### src/rtl/rtc_pkg.sv
// ---------------------------------------------------------------------------
// rtc_pkg
//
// Shared constants and types for the RTC display path.
//   - 7-bit ASCII codes used to paint the character grid
//   - Grid geometry (ROWS x COLS) and the derived row/column index widths
//   - Row index constants naming what each grid row shows
//   - glyph_sel_t: stage-1 result of the layout decode, either a BCD nibble
//     still to be converted or a ready-made literal character
// ---------------------------------------------------------------------------
package rtc_pkg;

    // ASCII codes (7-bit; the renderer has no use for the 8th bit)
    localparam logic [6:0] ASCII_SPACE = 7'h20;
    localparam logic [6:0] ASCII_COLON = 7'h3A;
    localparam logic [6:0] ASCII_SLASH = 7'h2F;
    localparam logic [6:0] ASCII_QMARK = 7'h3F;
    localparam logic [6:0] ASCII_ZERO  = 7'h30;
    localparam logic [6:0] ASCII_A     = 7'h41;
    localparam logic [6:0] ASCII_P     = 7'h50;
    localparam logic [6:0] ASCII_M     = 7'h4D;
    localparam logic [6:0] ASCII_C     = 7'h43;
    localparam logic [6:0] ASCII_R     = 7'h52;
    localparam logic [6:0] ASCII_O     = 7'h4F;
    localparam logic [6:0] ASCII_N     = 7'h4E;

    // Grid geometry
    localparam int ROWS  = 4;
    localparam int COLS  = 16;
    localparam int ROW_W = $clog2(ROWS);
    localparam int COL_W = $clog2(COLS);

    // What each grid row shows
    localparam logic [ROW_W-1:0] ROW_TIME  = 2'd0;
    localparam logic [ROW_W-1:0] ROW_DATE  = 2'd1;
    localparam logic [ROW_W-1:0] ROW_CRONO = 2'd2;
    localparam logic [ROW_W-1:0] ROW_BLANK = 2'd3;

    // Stage-1 decode result: when is_digit is set, nibble is converted to
    // ASCII in stage 2; otherwise literal is passed straight through.
    typedef struct packed {
        logic       is_digit;
        logic [3:0] nibble;
        logic [6:0] literal;
    } glyph_sel_t;

    // Build a selection that defers to the BCD converter
    function automatic glyph_sel_t digit_sel(input logic [3:0] n);
        glyph_sel_t s;
        s.is_digit = 1'b1;
        s.nibble   = n;
        s.literal  = ASCII_SPACE;
        return s;
    endfunction

    // Build a selection carrying a fixed character
    function automatic glyph_sel_t lit_sel(input logic [6:0] c);
        glyph_sel_t s;
        s.is_digit = 1'b0;
        s.nibble   = 4'd0;
        s.literal  = c;
        return s;
    endfunction

endpackage

### src/rtl/bcd_to_ascii.sv
// ---------------------------------------------------------------------------
// bcd_to_ascii
//
// Combinational conversion of one BCD nibble to its ASCII digit. Nibbles
// outside 0..9 (corrupt or uninitialised RTC registers) are shown as '?'
// so a bad value is visible on screen instead of an odd glyph.
//
// Ports
//   nibble  in  4  BCD digit
//   ascii   out 7  ASCII code ('0'..'9' or '?')
// ---------------------------------------------------------------------------
module bcd_to_ascii
    import rtc_pkg::*;
(
    input  logic [3:0] nibble,
    output logic [6:0] ascii
);

    always_comb begin
        ascii = ASCII_QMARK;
        if (nibble <= 4'd9) begin
            ascii = ASCII_ZERO + {3'b000, nibble};
        end
    end

endmodule

### src/rtl/rtc_display_formatter.sv
// ---------------------------------------------------------------------------
// rtc_display_formatter
//
// Takes a snapshot of the RTC sequencer's BCD registers on a load strobe and
// serves it to the VGA text renderer as a 4x16 ASCII grid through a two-stage
// lookup pipeline (one request per cycle, fixed 2-cycle latency). Also owns
// the colon blink phase and a latched chronometer-expiry alarm.
//
// Grid layout
//   row 0  "HH:MM:SS XM"     colons follow blink, AM/PM only in 12h format
//   row 1  "DD/MM/YY"
//   row 2  "CRONO HH:MM:SS"  whole row blank while alarm=1 and blink=0
//   row 3  blank
//
// Parameters
//   BLINK_DIV  clock cycles per blink-phase toggle (>= 2)
//
// Ports
//   clock, reset                system clock, synchronous active-high reset
//   load                        capture all time/date/crono inputs
//   hora,min,seg,dia,mes,year   packed BCD time and date
//   horacrono,mincrono,segcrono packed BCD chronometer
//   AmPm, format                1 = PM, 1 = 12-hour display
//   char_req,char_row,char_col  lookup request
//   alarm_ack                   clears the alarm latch
//   char_code, char_valid       lookup result, 2 cycles after the request
//   alarm                       chronometer expired (latched)
//   blink                       current blink phase
// ---------------------------------------------------------------------------
module rtc_display_formatter
    import rtc_pkg::*;
#(
    parameter int BLINK_DIV = 50_000_000
) (
    input  logic             clock,
    input  logic             reset,
    input  logic             load,
    input  logic [7:0]       hora,
    input  logic [7:0]       min,
    input  logic [7:0]       seg,
    input  logic [7:0]       dia,
    input  logic [7:0]       mes,
    input  logic [7:0]       year,
    input  logic [7:0]       horacrono,
    input  logic [7:0]       mincrono,
    input  logic [7:0]       segcrono,
    input  logic             AmPm,
    input  logic             format,
    input  logic             char_req,
    input  logic [ROW_W-1:0] char_row,
    input  logic [COL_W-1:0] char_col,
    input  logic             alarm_ack,
    output logic [6:0]       char_code,
    output logic             char_valid,
    output logic             alarm,
    output logic             blink
);

    localparam int               CNT_W   = (BLINK_DIV > 2) ? $clog2(BLINK_DIV) : 1;
    localparam logic [CNT_W-1:0] CNT_MAX = CNT_W'(BLINK_DIV - 1);

    // Blink state
    logic [CNT_W-1:0] blink_cnt_q, blink_cnt_d;
    logic             blink_q, blink_d;

    // Snapshot registers
    logic [7:0] hora_q, hora_d;
    logic [7:0] min_q, min_d;
    logic [7:0] seg_q, seg_d;
    logic [7:0] dia_q, dia_d;
    logic [7:0] mes_q, mes_d;
    logic [7:0] year_q, year_d;
    logic [7:0] horacrono_q, horacrono_d;
    logic [7:0] mincrono_q, mincrono_d;
    logic [7:0] segcrono_q, segcrono_d;
    logic       am_pm_q, am_pm_d;
    logic       format_q, format_d;

    // Alarm latch
    logic alarm_q, alarm_d;
    logic alarm_set;

    // Pipeline
    glyph_sel_t sel;
    glyph_sel_t s1_sel_q, s1_sel_d;
    logic       s1_valid_q, s1_valid_d;
    logic [6:0] digit_ascii;
    logic [6:0] char_code_q, char_code_d;
    logic       char_valid_q, char_valid_d;

    // Free-running blink divider: the phase flips each time the counter wraps.
    always_comb begin
        blink_cnt_d = blink_cnt_q + 1'b1;
        blink_d     = blink_q;
        if (blink_cnt_q == CNT_MAX) begin
            blink_cnt_d = '0;
            blink_d     = ~blink_q;
        end
    end

    // Snapshot capture. The hours tens nibble only ever needs 0..2, and bit 7
    // is used by some RTCs as a 12/24 flag, so it is cleared on capture.
    always_comb begin
        hora_d      = hora_q;
        min_d       = min_q;
        seg_d       = seg_q;
        dia_d       = dia_q;
        mes_d       = mes_q;
        year_d      = year_q;
        horacrono_d = horacrono_q;
        mincrono_d  = mincrono_q;
        segcrono_d  = segcrono_q;
        am_pm_d     = am_pm_q;
        format_d    = format_q;
        if (load) begin
            hora_d      = hora & 8'h7F;
            min_d       = min;
            seg_d       = seg;
            dia_d       = dia;
            mes_d       = mes;
            year_d      = year;
            horacrono_d = horacrono;
            mincrono_d  = mincrono;
            segcrono_d  = segcrono;
            am_pm_d     = AmPm;
            format_d    = format;
        end
    end

    // Alarm fires only on the transition nonzero -> 00:00:00, so reloading a
    // chronometer that is already at zero does not re-arm it. A set in the
    // same cycle as an acknowledge must not be lost, so set has priority.
    always_comb begin
        alarm_set = load
                  && (|{horacrono_q, mincrono_q, segcrono_q})
                  && !(|{horacrono, mincrono, segcrono});
        alarm_d = alarm_q;
        if (alarm_ack) begin
            alarm_d = 1'b0;
        end
        if (alarm_set) begin
            alarm_d = 1'b1;
        end
    end

    // Stage-1 layout decode. Blink and alarm are consumed here so an
    // in-flight lookup is immune to a phase change during stage 2.
    always_comb begin
        sel = lit_sel(ASCII_SPACE);
        case (char_row)
            ROW_TIME: begin
                case (char_col)
                    4'd0:       sel = digit_sel(hora_q[7:4]);
                    4'd1:       sel = digit_sel(hora_q[3:0]);
                    4'd2, 4'd5: sel = lit_sel(blink_q ? ASCII_COLON : ASCII_SPACE);
                    4'd3:       sel = digit_sel(min_q[7:4]);
                    4'd4:       sel = digit_sel(min_q[3:0]);
                    4'd6:       sel = digit_sel(seg_q[7:4]);
                    4'd7:       sel = digit_sel(seg_q[3:0]);
                    4'd9: begin
                        if (format_q) begin
                            sel = lit_sel(am_pm_q ? ASCII_P : ASCII_A);
                        end
                    end
                    4'd10: begin
                        if (format_q) begin
                            sel = lit_sel(ASCII_M);
                        end
                    end
                    default:    sel = lit_sel(ASCII_SPACE);
                endcase
            end
            ROW_DATE: begin
                case (char_col)
                    4'd0:       sel = digit_sel(dia_q[7:4]);
                    4'd1:       sel = digit_sel(dia_q[3:0]);
                    4'd2, 4'd5: sel = lit_sel(ASCII_SLASH);
                    4'd3:       sel = digit_sel(mes_q[7:4]);
                    4'd4:       sel = digit_sel(mes_q[3:0]);
                    4'd6:       sel = digit_sel(year_q[7:4]);
                    4'd7:       sel = digit_sel(year_q[3:0]);
                    default:    sel = lit_sel(ASCII_SPACE);
                endcase
            end
            ROW_CRONO: begin
                // Expired chronometer: the row flashes by blanking on blink=0
                if (!(alarm_q && !blink_q)) begin
                    case (char_col)
                        4'd0:        sel = lit_sel(ASCII_C);
                        4'd1:        sel = lit_sel(ASCII_R);
                        4'd2:        sel = lit_sel(ASCII_O);
                        4'd3:        sel = lit_sel(ASCII_N);
                        4'd4:        sel = lit_sel(ASCII_O);
                        4'd6:        sel = digit_sel(horacrono_q[7:4]);
                        4'd7:        sel = digit_sel(horacrono_q[3:0]);
                        4'd8, 4'd11: sel = lit_sel(ASCII_COLON);
                        4'd9:        sel = digit_sel(mincrono_q[7:4]);
                        4'd10:       sel = digit_sel(mincrono_q[3:0]);
                        4'd12:       sel = digit_sel(segcrono_q[7:4]);
                        4'd13:       sel = digit_sel(segcrono_q[3:0]);
                        default:     sel = lit_sel(ASCII_SPACE);
                    endcase
                end
            end
            ROW_BLANK: sel = lit_sel(ASCII_SPACE);
            default:   sel = lit_sel(ASCII_SPACE);
        endcase
    end

    // Stage-1 register inputs
    always_comb begin
        s1_valid_d = char_req;
        s1_sel_d   = sel;
    end

    bcd_to_ascii u_bcd_to_ascii (
        .nibble (s1_sel_q.nibble),
        .ascii  (digit_ascii)
    );

    // Stage 2: resolve the final code. The output holds its last value on
    // idle cycles so the renderer never sees a spurious glyph.
    always_comb begin
        char_valid_d = s1_valid_q;
        char_code_d  = char_code_q;
        if (s1_valid_q) begin
            char_code_d = s1_sel_q.is_digit ? digit_ascii : s1_sel_q.literal;
        end
    end

    // All state, including the pipeline, is cleared by reset so no request
    // issued before reset can surface afterwards.
    always_ff @(posedge clock) begin
        if (reset) begin
            blink_cnt_q  <= '0;
            blink_q      <= 1'b0;
            hora_q       <= 8'h00;
            min_q        <= 8'h00;
            seg_q        <= 8'h00;
            dia_q        <= 8'h00;
            mes_q        <= 8'h00;
            year_q       <= 8'h00;
            horacrono_q  <= 8'h00;
            mincrono_q   <= 8'h00;
            segcrono_q   <= 8'h00;
            am_pm_q      <= 1'b0;
            format_q     <= 1'b0;
            alarm_q      <= 1'b0;
            s1_valid_q   <= 1'b0;
            s1_sel_q     <= lit_sel(ASCII_SPACE);
            char_valid_q <= 1'b0;
            char_code_q  <= ASCII_SPACE;
        end else begin
            blink_cnt_q  <= blink_cnt_d;
            blink_q      <= blink_d;
            hora_q       <= hora_d;
            min_q        <= min_d;
            seg_q        <= seg_d;
            dia_q        <= dia_d;
            mes_q        <= mes_d;
            year_q       <= year_d;
            horacrono_q  <= horacrono_d;
            mincrono_q   <= mincrono_d;
            segcrono_q   <= segcrono_d;
            am_pm_q      <= am_pm_d;
            format_q     <= format_d;
            alarm_q      <= alarm_d;
            s1_valid_q   <= s1_valid_d;
            s1_sel_q     <= s1_sel_d;
            char_valid_q <= char_valid_d;
            char_code_q  <= char_code_d;
        end
    end

    assign char_code  = char_code_q;
    assign char_valid = char_valid_q;
    assign alarm      = alarm_q;
    assign blink      = blink_q;

endmodule

### config.mk
export PLATFORM = sky130hd
export DESIGN_NAME = rtc_display_formatter
export DESIGN_NICKNAME = d
export VERILOG_FILES = /design/src/rtl/rtc_pkg.sv /design/src/rtl/bcd_to_ascii.sv /design/src/rtl/rtc_display_formatter.sv
export SDC_FILE = /design/constraint.sdc
export NUM_CORES = 1
export LEC_CHECK = 0
export BUFFER_PORTS_ARGS = -buffer_cell sky130_fd_sc_hd__buf_2
export CAP_MARGIN = 10
export CORE_MARGIN = 8
export CORE_UTILIZATION = 58
export DETAILED_ROUTE_END_ITERATION = 8
export PLACE_DENSITY = 0.81
export SYNTH_ARGS = -nofsm -noshare
export SYNTH_HDL_FRONTEND = slang
export SYNTH_SLANG_ARGS = --single-unit
### constraint.sdc
create_clock -name clock -period 3.25 [get_ports clock]
set_input_delay 0.4875 -clock clock [delete_from_list [all_inputs] [get_ports clock]]
set_output_delay 0.4875 -clock clock [all_outputs]
set_load 0.1 [all_outputs]
==> results.py <==
metrics = {
    "run": {
        "max_cap_viol_count": 0,
    },
    "routing": {
        "avgViaCountPerCell": 5.885,
        "dr.pass1.iters": 5,
        "drcViolationCount": 0,
        "wl_um": 14210,
        "vias": 4920,
        "routedWlPerCell_um": 17.00,
        "drtIter0Drc": 313,
        "antenna_left": 0,
    },
    "min_path": {
        "hp-start": "char_req",
        "hold_path_class": "input port to flop",
    },
    "worst_setup_path": {
        "cp-end-kind": "flop",
        "slowest_delay_ps": 520,
        "r2r_start": "blink_cnt_q[0]$_SDFF_PP0_",
        "crit_start": "blink_cnt_q[0]$_SDFF_PP0_",
        "arrival_ps": 2380,
        "critPathKind": "flop to flop",
        "critical_path_buf_inv_count": 0,
        "cp-start-kind": "flop",
        "required_ps": 3710,
        "crit_fanout": 9,
        "cpLargestDelayFamily": "simple AND/OR/NAND/NOR gates",
        "rrSetupSlack_ps": 1320,
        "crit_chain": "ha_1, and2_1, nand3_4, or4_1, a21oi_1",
        "cp_slowest_cell": "or4_1",
    },
    "clock_tree": {
        "htree_levels": 4,
        "clkLatencyLatePin_ps": 520,
        "clockRootBuffer": "clkbuf_8",
        "ctsResizeCount": 0,
        "cts_tree": "built",
        "clock_sinks": 122,
        "numCtsBuffers": 17,
        "cts_setup_buffers": 0,
        "cts_buffer_depth": 2,
        "hold_buffers": 0,
        "cts.clk_slew.worst_paths_ps": 60,
    },
    "synthesis": {
        "syn_inst": 615,
        "synth_edf_count": 0,
        "synth_area_per_cell_sq_um": 9.334,
        "synthFlopType": "dfxtp_1",
        "yosys_warnings": 0,
        "syn-num-nets": 701,
        "ys_types": 61,
        "syn_area_sq_um": 5741,
        "ys_ff_latch": 122,
        "synthArstFlopShare_pct": 0,
        "yosysSeqAreaShare_pct": 42.55,
    },
    "sta": {
        "period_share_pct": 59.23,
        "setup_tns_ps": 0,
        "period_needed_ps": 1925,
        "hold-worst-slack_ps": 178.0,
        "max_slew.worst_pin.slew_ps": 762.7,
        "hold_viol": 0,
        "setup_viol": 0,
        "skew_ps": 7.189,
        "rsz0062_at_grt": "no",
        "final_max_slew_viol_count": 0,
        "max_freq_ghz": 0.5195,
        "relSlewSlack_pct": 49.15,
        "setup_ws_ps": 1325,
    },
    "placement": {
        "post-place-ws_ps": 998.3,
        "dp_cells": 804,
        "place_congestion": 0.9640,
        "io_buffers": 93,
        "dpl-instance-area_sq_um": 6200,
        "hpwlAfterDp_um": 9971,
    },
    "finish": {
        "final_area_sq_um": 6759,
        "layout-drive-gt1-share_pct": 21.76,
        "antenna_cells": 0,
        "nNetsFinal": 776,
        "final-instance-count-excl-fill": 836,
        "area_delta_synth_final_pct": 17.74,
        "nFillCells": 755,
        "final_core_util_pct": 69.79,
    },
    "floorplan": {
        "die_y_um": 115.5,
        "pin_count": 95,
        "fp.dieW_um": 115.5,
        "std_cell_rows": 36,
        "dieArea_sq_um": 13340,
        "coreArea_sq_um": 9684,
        "start_util_pct": 59.28,
    },
    "global_route": {
        "first_global_vias": 4868,
        "track_usage_pct": 21.91,
        "grt_start_max_net_pins": 61,
        "antenna_found_initial": 0,
        "grt_pass1_wl_um": 23260,
        "overflow": 0,
    },
    "run_status": {
        "status": "finished, final reports clean",
    },
    "power": {
        "p_per_area_nw_per_um2": 549.0,
        "cellLeakagePower_nw": 2.860,
        "peakVddDrop_mv": 0.3238,
        "p_total_mw": 3.711,
    },
}
cells in the mapped netlist, types with 9 or more instances:
cell type | n | area, sq um
nor2b_1 | 11 | 68.82
nor4_1 | 14 | 87.58
mux2i_1 | 90 | 900.9
nand3_1 | 13 | 65.06
clkbuf_1 | 16 | 60.06
a21oi_1 | 24 | 120.1
nand3b_1 | 9 | 67.56
o31ai_1 | 10 | 75.07
xor2_1 | 12 | 105.1
nand2b_1 | 9 | 56.30
buf_2 | 19 | 95.09
inv_1 | 9 | 33.78
nor2_1 | 101 | 379.1
nand2_1 | 17 | 63.81
o21ai_0 | 12 | 60.06
dfxtp_1 | 122 | 2442
cells in the final DEF, fill, tap and decap left out, types with 6 or more instances in the layout:
master     count
clkinv_4       8
or4_1          7
buf_2         92
inv_1          9
nor4_1        14
nand3b_1       9
nand4_1        8
a221oi_1       6
dfxtp_1      122
nor2b_1       11
o22ai_1        7
mux2_2         8
nand2b_1       9
xor2_1        12
o31ai_1       10
mux2i_1       90
nand2_1       17
o21ai_0       12
nand3_1       13
a21oi_1       24
nor2_1       101
and3_1         8
clkbuf_16     16
layout make-up:
class,count,area (sq um),share of cell area (%)
Sequential cell,122,2442,36.13
Clock buffer,17,414.1,6.127
Tap cell,133,166.4,2.462
Inverter,9,33.78,0.4998
Timing Repair Buffer,97,510.5,7.553
Multi-Input combinational cell,443,3047,45.08
Clock inverter,15,145.1,2.147
cell families (layout without fill, tap and decap cells):
kind of cell | count (synthesis) | in the layout | synth area share [%]
AO/OA/AOI/OAI | 94 | 94 | 10.94
XOR/XNOR | 15 | 15 | 2.289
adder cells (fa/ha/maj) | 1 | 1 | 0.2179
buffers and inverters | 50 | 138 | 4.381
flip-flops | 122 | 122 | 42.55
multiplexers | 98 | 98 | 17.26
AND/OR/NAND/NOR | 235 | 235 | 22.36
metal layers:
layer | GRT usage (%) | part of all wire [%] | up-vias
li1 | - | - | 2396
met1 | 25.43 | 41 | 2326
met2 | 36.94 | 50 | 168
met3 | 5.576 | 5.9 | 30
met4 | 10.51 | 2.4 | 0
met5 | 0 | 0 | -
flip-flops by register name, summed over array words and instances (netlist names):
name          count
blink_cnt_q      26
s1_sel_q         12
dia_q             8
horacrono_q       8
mes_q             8
min_q             8
mincrono_q        8
seg_q             8
segcrono_q        8
year_q            8
char_code         7
hora_q            7
alarm             1
am_pm_q           1
blink             1
char_valid        1
char_valid_d      1
format_q          1
path summary, 6_finish.rpt:
path / to / cells past startpoint
worst min register to register: char_code[5]$_SDFFE_PP1P_ / 2
worst min-delay path: char_valid_d$_SDFF_PP0_ / 2
worst max register to register: blink_cnt_q[20]$_SDFF_PP0_ / 5
worst max-delay path: blink_cnt_q[20]$_SDFF_PP0_ / 5
report_power, final:
group	switching, mW	leakage, nW	internal (mW)	total, mW
combinational	0.214	1.59	0.153	0.366
clock	0.713	0.265	1.02	1.74
sequential	0.0463	1.00	1.56	1.61
total	0.972	2.86	2.74	3.71
(Power assumes the default switching activity.)
